[src/rtl/reg_wb_pkg.sv]
// Shared writeback-stage types; also imported by the register file and decoder.
package reg_wb_pkg;

  typedef enum logic [1:0] {
    IDLE    = 2'd0,
    LD_WAIT = 2'd1,
    LD_WB   = 2'd2
  } wb_state_t;

  localparam int PAR_REG = 6;

endpackage

[src/rtl/reg_wb_if.sv]
// Core/memory/register-file bundle around the writeback stage.
interface reg_wb_if #(
  parameter int PW = 3,
  parameter int DW = 8,
  parameter int AW = 8
);
  // core-side requests
  logic          alu_we;
  logic [PW-1:0] alu_waddr;
  logic [DW-1:0] alu_wdata;
  logic          ld_req;
  logic [PW-1:0] ld_waddr;
  logic [AW-1:0] ld_maddr;
  logic          st_req;
  logic [AW-1:0] st_maddr;
  logic [DW-1:0] st_wdata;
  // data memory
  logic [AW-1:0] mem_addr;
  logic          mem_wr_en;
  logic [DW-1:0] mem_wr_data;
  logic [DW-1:0] mem_rd_data;
  // register file and core status
  logic          rf_wr_en;
  logic [PW-1:0] rf_wr_addr;
  logic [DW-1:0] rf_dat_in;
  logic          par;
  logic          stall;
  logic          err;

  modport slave (
    input  alu_we, alu_waddr, alu_wdata,
    input  ld_req, ld_waddr, ld_maddr,
    input  st_req, st_maddr, st_wdata,
    input  mem_rd_data,
    output mem_addr, mem_wr_en, mem_wr_data,
    output rf_wr_en, rf_wr_addr, rf_dat_in, par, stall, err
  );

  modport master (
    output alu_we, alu_waddr, alu_wdata,
    output ld_req, ld_waddr, ld_maddr,
    output st_req, st_maddr, st_wdata,
    output mem_rd_data,
    input  mem_addr, mem_wr_en, mem_wr_data,
    input  rf_wr_en, rf_wr_addr, rf_dat_in, par, stall, err
  );

endinterface

[src/rtl/reg_wb_unit.sv]
// Writeback / load-store stage: merges ALU and load writebacks into the register
// file, issues stores, owns the parity alias register and stalls for loads.
module reg_wb_unit
  import reg_wb_pkg::*;
#(
  parameter int PW      = 3,
  parameter int DW      = 8,
  parameter int AW      = 8,
  parameter int PAR_REG = reg_wb_pkg::PAR_REG
) (
  input logic     clk,
  input logic     rst_n,
  reg_wb_if.slave bus
);

  localparam logic [PW-1:0] PAR_IDX = PW'(PAR_REG);

  wb_state_t     state_q, state_d;
  logic [PW-1:0] ld_waddr_q, ld_waddr_d;
  logic          rf_wr_en_q, rf_wr_en_d;
  logic [PW-1:0] rf_wr_addr_q, rf_wr_addr_d;
  logic [DW-1:0] rf_dat_in_q, rf_dat_in_d;
  logic          par_q, par_d;
  logic          err_q, err_d;

  // selected writeback for the next cycle, before the parity alias split
  logic          wb_go;
  logic [PW-1:0] wb_addr;
  logic [DW-1:0] wb_data;
  logic          any_req;

  assign any_req = bus.alu_we | bus.ld_req | bus.st_req;

  always_comb begin
    state_d         = state_q;
    ld_waddr_d      = ld_waddr_q;
    rf_wr_en_d      = 1'b0;
    rf_wr_addr_d    = rf_wr_addr_q;
    rf_dat_in_d     = rf_dat_in_q;
    par_d           = par_q;
    err_d           = err_q;
    wb_go           = 1'b0;
    wb_addr         = '0;
    wb_data         = '0;
    bus.mem_addr    = '0;
    bus.mem_wr_en   = 1'b0;
    bus.mem_wr_data = '0;

    case (state_q)
      IDLE: begin
        // a load wins over a simultaneous store; the store is dropped and flagged
        if (bus.ld_req) begin
          bus.mem_addr = bus.ld_maddr;
          ld_waddr_d   = bus.ld_waddr;
          state_d      = LD_WAIT;
          if (bus.st_req) err_d = 1'b1;
        end else if (bus.st_req) begin
          bus.mem_addr    = bus.st_maddr;
          bus.mem_wr_en   = 1'b1;
          bus.mem_wr_data = bus.st_wdata;
        end
        if (bus.alu_we) begin
          wb_go   = 1'b1;
          wb_addr = bus.alu_waddr;
          wb_data = bus.alu_wdata;
        end
      end
      LD_WAIT: begin
        wb_go   = 1'b1;
        wb_addr = ld_waddr_q;
        wb_data = bus.mem_rd_data;
        state_d = LD_WB;
        if (any_req) err_d = 1'b1;
      end
      LD_WB: begin
        state_d = IDLE;
        if (any_req) err_d = 1'b1;
      end
      default: state_d = IDLE;
    endcase

    // parity register is an alias: it never reaches the register file write port
    if (wb_go) begin
      if (wb_addr == PAR_IDX) begin
        par_d = wb_data[0];
      end else begin
        rf_wr_en_d   = 1'b1;
        rf_wr_addr_d = wb_addr;
        rf_dat_in_d  = wb_data;
      end
    end
  end

  always_ff @(posedge clk or negedge rst_n) begin
    if (!rst_n) begin
      state_q      <= IDLE;
      ld_waddr_q   <= '0;
      rf_wr_en_q   <= 1'b0;
      rf_wr_addr_q <= '0;
      rf_dat_in_q  <= '0;
      par_q        <= 1'b0;
      err_q        <= 1'b0;
    end else begin
      state_q      <= state_d;
      ld_waddr_q   <= ld_waddr_d;
      rf_wr_en_q   <= rf_wr_en_d;
      rf_wr_addr_q <= rf_wr_addr_d;
      rf_dat_in_q  <= rf_dat_in_d;
      par_q        <= par_d;
      err_q        <= err_d;
    end
  end

  assign bus.stall      = (state_q != IDLE);
  assign bus.rf_wr_en   = rf_wr_en_q;
  assign bus.rf_wr_addr = rf_wr_addr_q;
  assign bus.rf_dat_in  = rf_dat_in_q;
  assign bus.par        = par_q;
  assign bus.err        = err_q;

endmodule

[src/flat_wrapper.sv]
// flat-port wrapper written by rule: the top's interface ports become plain ports
module reg_wb_unit_flat import reg_wb_pkg::*;
#(
  parameter int PW      = 3,
  parameter int DW      = 8,
  parameter int AW      = 8,
  parameter int PAR_REG = reg_wb_pkg::PAR_REG
)
  (clk, rst_n, bus_alu_we, bus_alu_waddr, bus_alu_wdata, bus_ld_req, bus_ld_waddr, bus_ld_maddr, bus_st_req, bus_st_maddr, bus_st_wdata, bus_mem_rd_data, bus_mem_addr, bus_mem_wr_en, bus_mem_wr_data, bus_rf_wr_en, bus_rf_wr_addr, bus_rf_dat_in, bus_par, bus_stall, bus_err);
  reg_wb_if #(.PW(PW), .DW(DW), .AW(AW)) bus_i ();
  input logic clk;
  input logic rst_n;
  input wire logic [$bits(bus_i.alu_we)-1:0] bus_alu_we;
  input wire logic [$bits(bus_i.alu_waddr)-1:0] bus_alu_waddr;
  input wire logic [$bits(bus_i.alu_wdata)-1:0] bus_alu_wdata;
  input wire logic [$bits(bus_i.ld_req)-1:0] bus_ld_req;
  input wire logic [$bits(bus_i.ld_waddr)-1:0] bus_ld_waddr;
  input wire logic [$bits(bus_i.ld_maddr)-1:0] bus_ld_maddr;
  input wire logic [$bits(bus_i.st_req)-1:0] bus_st_req;
  input wire logic [$bits(bus_i.st_maddr)-1:0] bus_st_maddr;
  input wire logic [$bits(bus_i.st_wdata)-1:0] bus_st_wdata;
  input wire logic [$bits(bus_i.mem_rd_data)-1:0] bus_mem_rd_data;
  output wire logic [$bits(bus_i.mem_addr)-1:0] bus_mem_addr;
  output wire logic [$bits(bus_i.mem_wr_en)-1:0] bus_mem_wr_en;
  output wire logic [$bits(bus_i.mem_wr_data)-1:0] bus_mem_wr_data;
  output wire logic [$bits(bus_i.rf_wr_en)-1:0] bus_rf_wr_en;
  output wire logic [$bits(bus_i.rf_wr_addr)-1:0] bus_rf_wr_addr;
  output wire logic [$bits(bus_i.rf_dat_in)-1:0] bus_rf_dat_in;
  output wire logic [$bits(bus_i.par)-1:0] bus_par;
  output wire logic [$bits(bus_i.stall)-1:0] bus_stall;
  output wire logic [$bits(bus_i.err)-1:0] bus_err;
  assign bus_i.alu_we = bus_alu_we;
  assign bus_i.alu_waddr = bus_alu_waddr;
  assign bus_i.alu_wdata = bus_alu_wdata;
  assign bus_i.ld_req = bus_ld_req;
  assign bus_i.ld_waddr = bus_ld_waddr;
  assign bus_i.ld_maddr = bus_ld_maddr;
  assign bus_i.st_req = bus_st_req;
  assign bus_i.st_maddr = bus_st_maddr;
  assign bus_i.st_wdata = bus_st_wdata;
  assign bus_i.mem_rd_data = bus_mem_rd_data;
  assign bus_mem_addr = bus_i.mem_addr;
  assign bus_mem_wr_en = bus_i.mem_wr_en;
  assign bus_mem_wr_data = bus_i.mem_wr_data;
  assign bus_rf_wr_en = bus_i.rf_wr_en;
  assign bus_rf_wr_addr = bus_i.rf_wr_addr;
  assign bus_rf_dat_in = bus_i.rf_dat_in;
  assign bus_par = bus_i.par;
  assign bus_stall = bus_i.stall;
  assign bus_err = bus_i.err;
  reg_wb_unit #(.PW(PW), .DW(DW), .AW(AW), .PAR_REG(PAR_REG)) u_core (.clk(clk), .rst_n(rst_n), .bus(bus_i));
endmodule
[config.mk]
export PLATFORM = sky130hd
export DESIGN_NAME = reg_wb_unit_flat
export DESIGN_NICKNAME = d
export VERILOG_FILES = /design/src/rtl/reg_wb_pkg.sv /design/src/rtl/reg_wb_if.sv /design/src/rtl/reg_wb_unit.sv /design/src/flat_wrapper.sv
export SDC_FILE = /design/constraint.sdc
export NUM_CORES = 1
export LEC_CHECK = 0
export BUFFER_PORTS_ARGS = -buffer_cell sky130_fd_sc_hd__buf_4
export CAP_MARGIN = 30
export CELL_PAD_IN_SITES_DETAIL_PLACEMENT = 0
export CELL_PAD_IN_SITES_GLOBAL_PLACEMENT = 1
export CORE_UTILIZATION = 30
export DETAILED_ROUTE_END_ITERATION = 6
export PLACE_DENSITY = 0.94
export SYNTH_ARGS = -nofsm -noshare
export SYNTH_HDL_FRONTEND = slang
export SYNTH_SLANG_ARGS = --single-unit
[constraint.sdc]
create_clock -name clk -period 3.6 [get_ports clk]
set_input_delay 0.72 -clock clk [delete_from_list [all_inputs] [get_ports clk]]
set_output_delay 0.72 -clock clk [all_outputs]
set_load 0.05 [all_outputs]
---- After elaboration in Yosys (flattened, before gate mapping) ----
Index checks and enable logic that the tools add are counted.
operators by class
  eq/ne operators ......................... 6
  multiplexer cells ....................... 23
  bitwise gates (word level) .............. 3
  reductions and logical operators ........ 8
operators with widths
  kind                                                                   count
  8-bit 2-to-1 mux                                                       7
  8-bit one-hot mux with 2 select lines                                  1
  1-bit 2-to-1 mux                                                       9
  3-bit one-hot mux with 2 select lines                                  1
  2-bit AND reduction                                                    3
  2-bit != test, second input constant                                   2
  1-bit one-hot mux with 2 select lines                                  2
  2-bit one-hot mux with 2 select lines                                  1
  4-bit AND reduction                                                    1
  2-bit nonzero test                                                     2
  3-bit equality test, second input constant                             1
  3-bit 2-to-1 mux                                                       1
  2-bit by 1-bit equality test with 1-bit output, second input constant  1
  2-bit equality test, second input constant                             1
  2-bit zero test                                                        1
  2-bit 2-to-1 mux                                                       1
  2-bit by 1-bit != test with 1-bit output, second input constant        1
  1-bit bitwise OR                                                       2
  2-bit OR reduction                                                     1
  1-bit NOT                                                              1
storage, ports and cells
  register bits after elaboration ......... 19
  output and inout port bits .............. 32
  word-level logic and storage cells ...... 47

---- Longest topological paths before layout ----
Gate-level depths: netlist of run 1.
  depth after elaboration ................. 5
  depth in mapped cells ................... 8
  depth with buffers taken out ............ 6

---- Worst setup path before layout of run 1 ----
OpenSTA, ideal clock, no wires.
  path kind ............................... register -> output
  start point ............................. register u_core.state_q[0]
  end point ............................... output port bus_mem_addr[0]
  arrival time ............................ 2.031 ns
  setup slack ............................. 0.849 ns
  stages on the path, launching flop included .. 5
  path buffers ............................ 0
  cell sequence ........................... dfrtp_1 > inv_1 > ha_1 > clkinv_1 > nor2_1
on the way
  cells in the longest elaborated chain, start to end .. 2
ends and longest elaborated chain
  element                   RTL line            source
  start: declaration        reg_wb_unit.sv:18   wb_state_t state_q, state_d;
  start signal: assignment  reg_wb_unit.sv:104  state_q <= state_d;
  2-bit zero test           reg_wb_unit.sv:49   case (state_q)
  8-bit 2-to-1 mux          reg_wb_unit.sv:49
  end: declaration          flat_wrapper.sv:23  output wire logic [$bits(bus_i.mem_addr)-1:0] bus_mem_addr;
Every way passes these cells.

---- Worst setup path in the final report of run 1 ----
  start point ............................. input port bus_ld_req
  end point ............................... output port bus_mem_addr[2]
on the way
  cells in the longest elaborated chain, start to end .. 2
ends and longest elaborated chain
  element             RTL line            source
  start: declaration  flat_wrapper.sv:16  input wire logic [$bits(bus_i.ld_req)-1:0] bus_ld_req;
  8-bit 2-to-1 mux    reg_wb_unit.sv:52   if (bus.ld_req) begin
  8-bit 2-to-1 mux    reg_wb_unit.sv:49
Every way passes these cells.

==> flow_summary.yaml, run 1 <==
route:
  drc: 0
  ant_nets: 0
  vias: 1189
  wl_um: 3310
  via_per_inst: 5.04
  drt-wirelength-per-cell_um: 14.0
  drt-initial-drc-count: 28
  dr.pass1.iters: 4
floorplanning:
  coreArea_sq_mm: 0.00344
  die_w_um: 62.8
  dieHeight_um: 62.8
  dieArea_sq_mm: 0.00394
  rows: 21
  io-pin-count: 83
  initial_core_util_pct: 32.2
worst_setup_path:
  rr_worst_depth: 6
  path_max_fanout: 16
  crit_arrival_ps: 2060
  critPathCaptureType: "output pin"
  crit_type: "in2out"
  critPathRequiredTime_ps: 2880
  startpoint_type: "input port"
power:
  p_int_uw: 796
  p_sw_share_pct: 52.1
  power_frac_comb_pct: 68.6
  power_density_mw_per_mm2: 927
  p_leak_uw: 0.000918
  peakVddDrop_mv: 0.377
  pwr-share-clk_pct: 8.9
  power_switching_uw: 867
  p_seq_share_pct: 22.5
grt:
  antenna_found_initial: 0
  grt_overflow: 0
  grt_max_degree: 20
  grt_pass1_vias: 1202
  grt_pass1_wl_um: 5390
  track_usage_pct: 17.4
timing:
  tns_ps: 0
  hold_viol: 0
  finClkSkew_ps: 2.35
  period_share_pct: 77.2
  setup_viol: 0
  whs_ps: 317
  tightest_slew_ps: 849
  min_period_ps: 2780
  rsz0062_at_grt: "no"
  slew_violations: 0
  clock.fmax_mhz: 360
  slew_headroom_pct: 43.3
cells_and_area:
  diodes: 0
  drive_gt1_share_pct: 50.0
  syn_to_final_growth_pct: 61.7
  fillers: 316
  final_util_pct: 52.1
  seqCellArea_sq_um: 475
  multi_input_area_sq_um: 588
  final_common_cell: "buf_4"
  most-common-layout-cells: "82 x buf_4, 19 x dfrtp_1, 15 x nor2_1"
  fin_nets: 245
logic_synthesis:
  syn_nets: 164
  ys_top_cells_by_area: "dfrtp_1 43%, a221oi_1 6.3%, a2bb2oi_1 5.5%, nor2_1 5.1%, a22oi_1 4.7%"
  syn_inst: 110
  yosys_warnings: 0
  synth_top_family_by_area: "compound AO/OA/AOI/OAI gates"
  avgSynthCellArea_sq_um: 10.1
  synthAdderAreaFrac_pct: 3.39
  synth_area_sq_mm: 0.00111
  synth_xor_area_share_pct: 0
  ys_seq_elements: 19
  yosysSeqAreaShare_pct: 42.9
  yosys.area_share.simple_pct: 16.1
  synth.distinct_cells: 32
  synth_compound_area_share_pct: 27.2
  synth_top_area_share_pct: 42.9
  yosysTopAreaCell: "dfrtp_1"
  muxShareOfSynthArea_pct: 6.32
clock_tree:
  cts_tree: "built"
  clk_pin_slew_worst_paths_ps: 70
  cts_hold_buf: 0
  htree_levels: 1
  cts_made_buffers: 3
  cts_resized: 0
  root_buffer: "clkbuf_8"
  cts_setup_buffers: 0
  clock-sinks: 19
  insertion_delay_ps: 260
  cts_max_path_buffers: 2
hold_path:
  hold_path_class: "in2async"
flow_run:
  timing.max_cap.violations: 0
status:
  status: "finished, final reports clean"
place:
  portBuffers: 82
  gp_congestion: 0.876
  dp_hpwl_um: 2670
-- area by class of cell --
class,instances,share of cell area [%]
clock buffer,4,2.51
inverter,3,0.628
multi-input combinational,82,32.8
sequential,19,26.5
tap,46,3.21
timing repair buffer,82,34.3
-- critical path, cell delays in order --
cell and delay (ps):
buf_4 160, nor2b_1 670, a22oi_1 150, nor2_1 140
buf_4 210
-- synth_stat cells, drive strengths merged --
cell	instances
dfrtp	19
nor2	16
nand2	9
a221oi	8
and3	8
a22oi	7
a2bb2oi	7
mux2	5
a21oi	4
clkbuf	4
ha	3
o21ai	3
and2	2
buf	2
inv	2
a21o	1
a22o	1
a32o	1
a32oi	1
clkinv	1
mux2i	1
nand2b	1
nor2b	1
o2111ai	1
o21bai	1
o22a	1
-- routing by layer --
metal  part of all wire, %  vias to the layer above  track usage [%]  wire length (um)
li1                      -                      571                -                 -
met1                    39                      584             19.7              1310
met2                    55                       28             31.0              1830
met3                   3.7                        6             3.83               124
met4                   1.5                        0             7.85                48
met5                     0                        -                0                 0
-- power by group through the flow --
stage          registers [uW]  clock network [uW]  logic, uW
2_1_floorplan             614                   0        605
3_3_place_gp              370                   0       1130
3_5_place_dp              377                   0       1140
4_1_cts                   373                 151       1140
5_1_grt                   385                 166       1210
6_report                  375                 148       1140
-- metrics by stage --
stage	power [uW]	setup WS, ps	instance area [sq um]	instances
2_1_floorplan	1220	849	1110	110
3_3_place_gp	1500	957	1750	232
3_5_place_dp	1520	852	1750	232
4_1_cts	1670	852	1790	236
5_1_grt	1760	688	1790	236
6_report	1660	820	1790	236
-- worst paths after layout --
kind / start / to / slack, ps
setup / recovery: bus_ld_req / bus_mem_addr[2] / 820
hold / removal: rst_n / u_core.bus.rf_dat_in[3] / 320
setup reg to reg: u_core.state_q[1] / u_core.bus.rf_dat_in[0] / 1230
hold reg to reg: u_core.bus.err / u_core.bus.err / 480
max in group asynchronous: rst_n / u_core.bus.rf_wr_en / 3080
min in group clk: u_core.bus.err / u_core.bus.err / 480
-- sequential cells by signal (all words and copies together), names as in the netlist --
| signal | cells |
|---|---|
| u_core.state_q | 2 |
| u_core.bus.err | 1 |
| u_core.bus.rf_dat_in | 8 |
| u_core.bus.rf_wr_en | 1 |
| u_core.ld_waddr_q | 3 |
| u_core.bus.par | 1 |
| u_core.bus.rf_wr_addr | 3 |
-- cell families after synthesis --
| family | Yosys count |
|---|---|
| AO/OA/AOI/OAI | 36 |
| AND/OR/NAND/NOR | 37 |
| flip-flops | 19 |
| buffers and inverters | 9 |
| adder cells (fa/ha/maj) | 3 |
| multiplexers | 6 |
Power figures use the tool's default switching activity.
==> run 2, diff against run 1 <==
--- a/config.mk
+++ b/config.mk
@@ -9,9 +9,9 @@
 export CAP_MARGIN = 30
 export CELL_PAD_IN_SITES_DETAIL_PLACEMENT = 0
 export CELL_PAD_IN_SITES_GLOBAL_PLACEMENT = 1
-export CORE_UTILIZATION = 30
+export CORE_UTILIZATION = 27
 export DETAILED_ROUTE_END_ITERATION = 6
-export PLACE_DENSITY = 0.94
+export PLACE_DENSITY = 0.87
 export SYNTH_ARGS = -nofsm -noshare
 export SYNTH_HDL_FRONTEND = slang
 export SYNTH_SLANG_ARGS = --single-unit
==> constraint.sdc (replaced) <==
create_clock -name clk -period 2.8 [get_ports clk]
set_input_delay 0.56 -clock clk [delete_from_list [all_inputs] [get_ports clk]]
set_output_delay 0.56 -clock clk [all_outputs]
set_load 0.05 [all_outputs]
==> run 2 against run 1 <==
Hold slack lost 150 ps. Combinational power grew 29%. Sequential share of layout area shrank 0.27 points. Flip-flop and latch count is the same. Critical path depth grew 1. Critical endpoint is now u_core.bus.rf_dat_in[0].
==> flow_summary.yaml, run 2 (synthesized netlist as in run 1, its figures left out) <==
status:
  status: "finished, final reports clean"
floorplanning:
  coreArea_sq_mm: 0.00380
  die_w_um: 66.1
  rows: 22
  dieHeight_um: 66.1
  dieArea_sq_mm: 0.00437
  initial_core_util_pct: 29.2
  io-pin-count: 83
clock_tree:
  cts_max_path_buffers: 2
  cts_tree: "built"
  insertion_delay_ps: 250
  cts_resized: 0
  htree_levels: 1
  cts_setup_buffers: 0
  cts_made_buffers: 3
  clk_pin_slew_worst_paths_ps: 70
  root_buffer: "clkbuf_8"
  cts_hold_buf: 0
  clock-sinks: 19
grt:
  grt_overflow: 0
  grt_pass1_wl_um: 5130
  antenna_found_initial: 0
  grt_max_degree: 20
  track_usage_pct: 15.5
  grt_pass1_vias: 1090
route:
  ant_nets: 0
  via_per_inst: 4.71
  vias: 1131
  drt-initial-drc-count: 62
  drc: 0
  drt-wirelength-per-cell_um: 13.4
  wl_um: 3220
  dr.pass1.iters: 4
worst_setup_path:
  critPathCaptureType: "register"
  startpoint_type: "register"
  critPathLaunch: "u_core.state_q[1]"
  timing.rr.start: "u_core.state_q[1]"
  crit_family: "compound AO/OA/AOI/OAI gates"
  reg2reg_to: "u_core.bus.rf_dat_in[0]"
  critPathRequiredTime_ps: 2940
  path_max_fanout: 15
  path_cells: "inv_1, ha_1, and2_1, a21oi_2, a21oi_4, mux2_4"
  rr_worst_depth: 6
  r2r_setup_slack_ps: 450
  cp_num_buf_inv: 1
  crit_slowest_cell: "ha_1"
  crit_arrival_ps: 2490
  cp_slowest_stage_delay_ps: 470
  crit_type: "reg2reg"
cells_and_area:
  diodes: 0
  most-common-layout-cells: "84 x buf_4, 19 x dfrtp_1, 15 x nor2_1"
  largest_reg_flops: 8
  seqCellArea_sq_um: 475
  multi_input_area_sq_um: 588
  syn_to_final_growth_pct: 63.4
  drive_gt1_share_pct: 51.0
  fin_nets: 247
  fillers: 362
  final_common_cell: "buf_4"
timing:
  period_share_pct: 83.9
  setup_viol: 0
  clock.fmax_mhz: 426
  slew_headroom_pct: 64.1
  finClkSkew_ps: 1.52
  rsz0062_at_grt: "no"
  tightest_slew_ps: 538
  whs_ps: 166
  tns_ps: 0
  min_period_ps: 2350
  hold_viol: 0
  slew_violations: 0
power:
  peakVddDrop_mv: 0.673
  power_density_mw_per_mm2: 1180
  p_leak_uw: 0.000931
hold_path:
  hold_path_class: "in2async"
place:
  portBuffers: 82
  gp_congestion: 0.704
  dp_hpwl_um: 2600
flow_run:
  timing.max_cap.violations: 0
-- run 2: report_power, final --
group	internal (uW)	leakage, uW	switching (uW)	total (uW)
clock	98.8	0.0000255	83.8	183
sequential	409	0.000227	70.6	480
combinational	522	0.000678	949	1470
total	1030	0.000931	1100	2130
-- run 2: metrics by stage --
step / power (uW) / setup slack [ps] / std cells / area [sq um] / utilization, %
2_1_floorplan: 1570 / 209 / 110 / 1110 / -
3_3_place_gp: 1950 / 595 / 236 / 1770 / 46.5
3_5_place_dp: 1960 / 462 / 236 / 1770 / 46.5
4_1_cts: 2150 / 474 / 240 / 1810 / 47.7
5_1_grt: 2290 / 270 / 240 / 1810 / 47.7
6_report: 2130 / 452 / 240 / 1810 / 47.7
-- run 2: worst max path at each step --
stage | slack, ps | end | depth (start not counted)
2_1_floorplan | 210 | bus_mem_addr[0] | 4
3_3_place_gp | 600 | u_core.bus.rf_dat_in[0] | 6
3_5_place_dp | 460 | u_core.bus.rf_dat_in[0] | 6
4_1_cts | 470 | u_core.bus.rf_dat_in[0] | 6
5_1_grt | 270 | u_core.bus.rf_dat_in[0] | 6
6_report | 450 | u_core.bus.rf_dat_in[0] | 6
-- run 2: per-layer routing --
| metal | routed length, um | GRT usage, % |
|---|---|---|
| met5 | 0 | 0 |
| met4 | 45 | 4.79 |
| met3 | 97 | 3.79 |
| met2 | 1670 | 24.5 |
| met1 | 1410 | 20.8 |
-- run 2: area by class of cell --
class / instances / area share, %
sequential: 19 / 26.2
multi-input combinational: 82 / 32.5
inverter: 3 / 0.622
clock buffer: 3 / 2.28
timing repair buffer: 84 / 34.8
clock inverter: 1 / 0.276
tap: 48 / 3.31
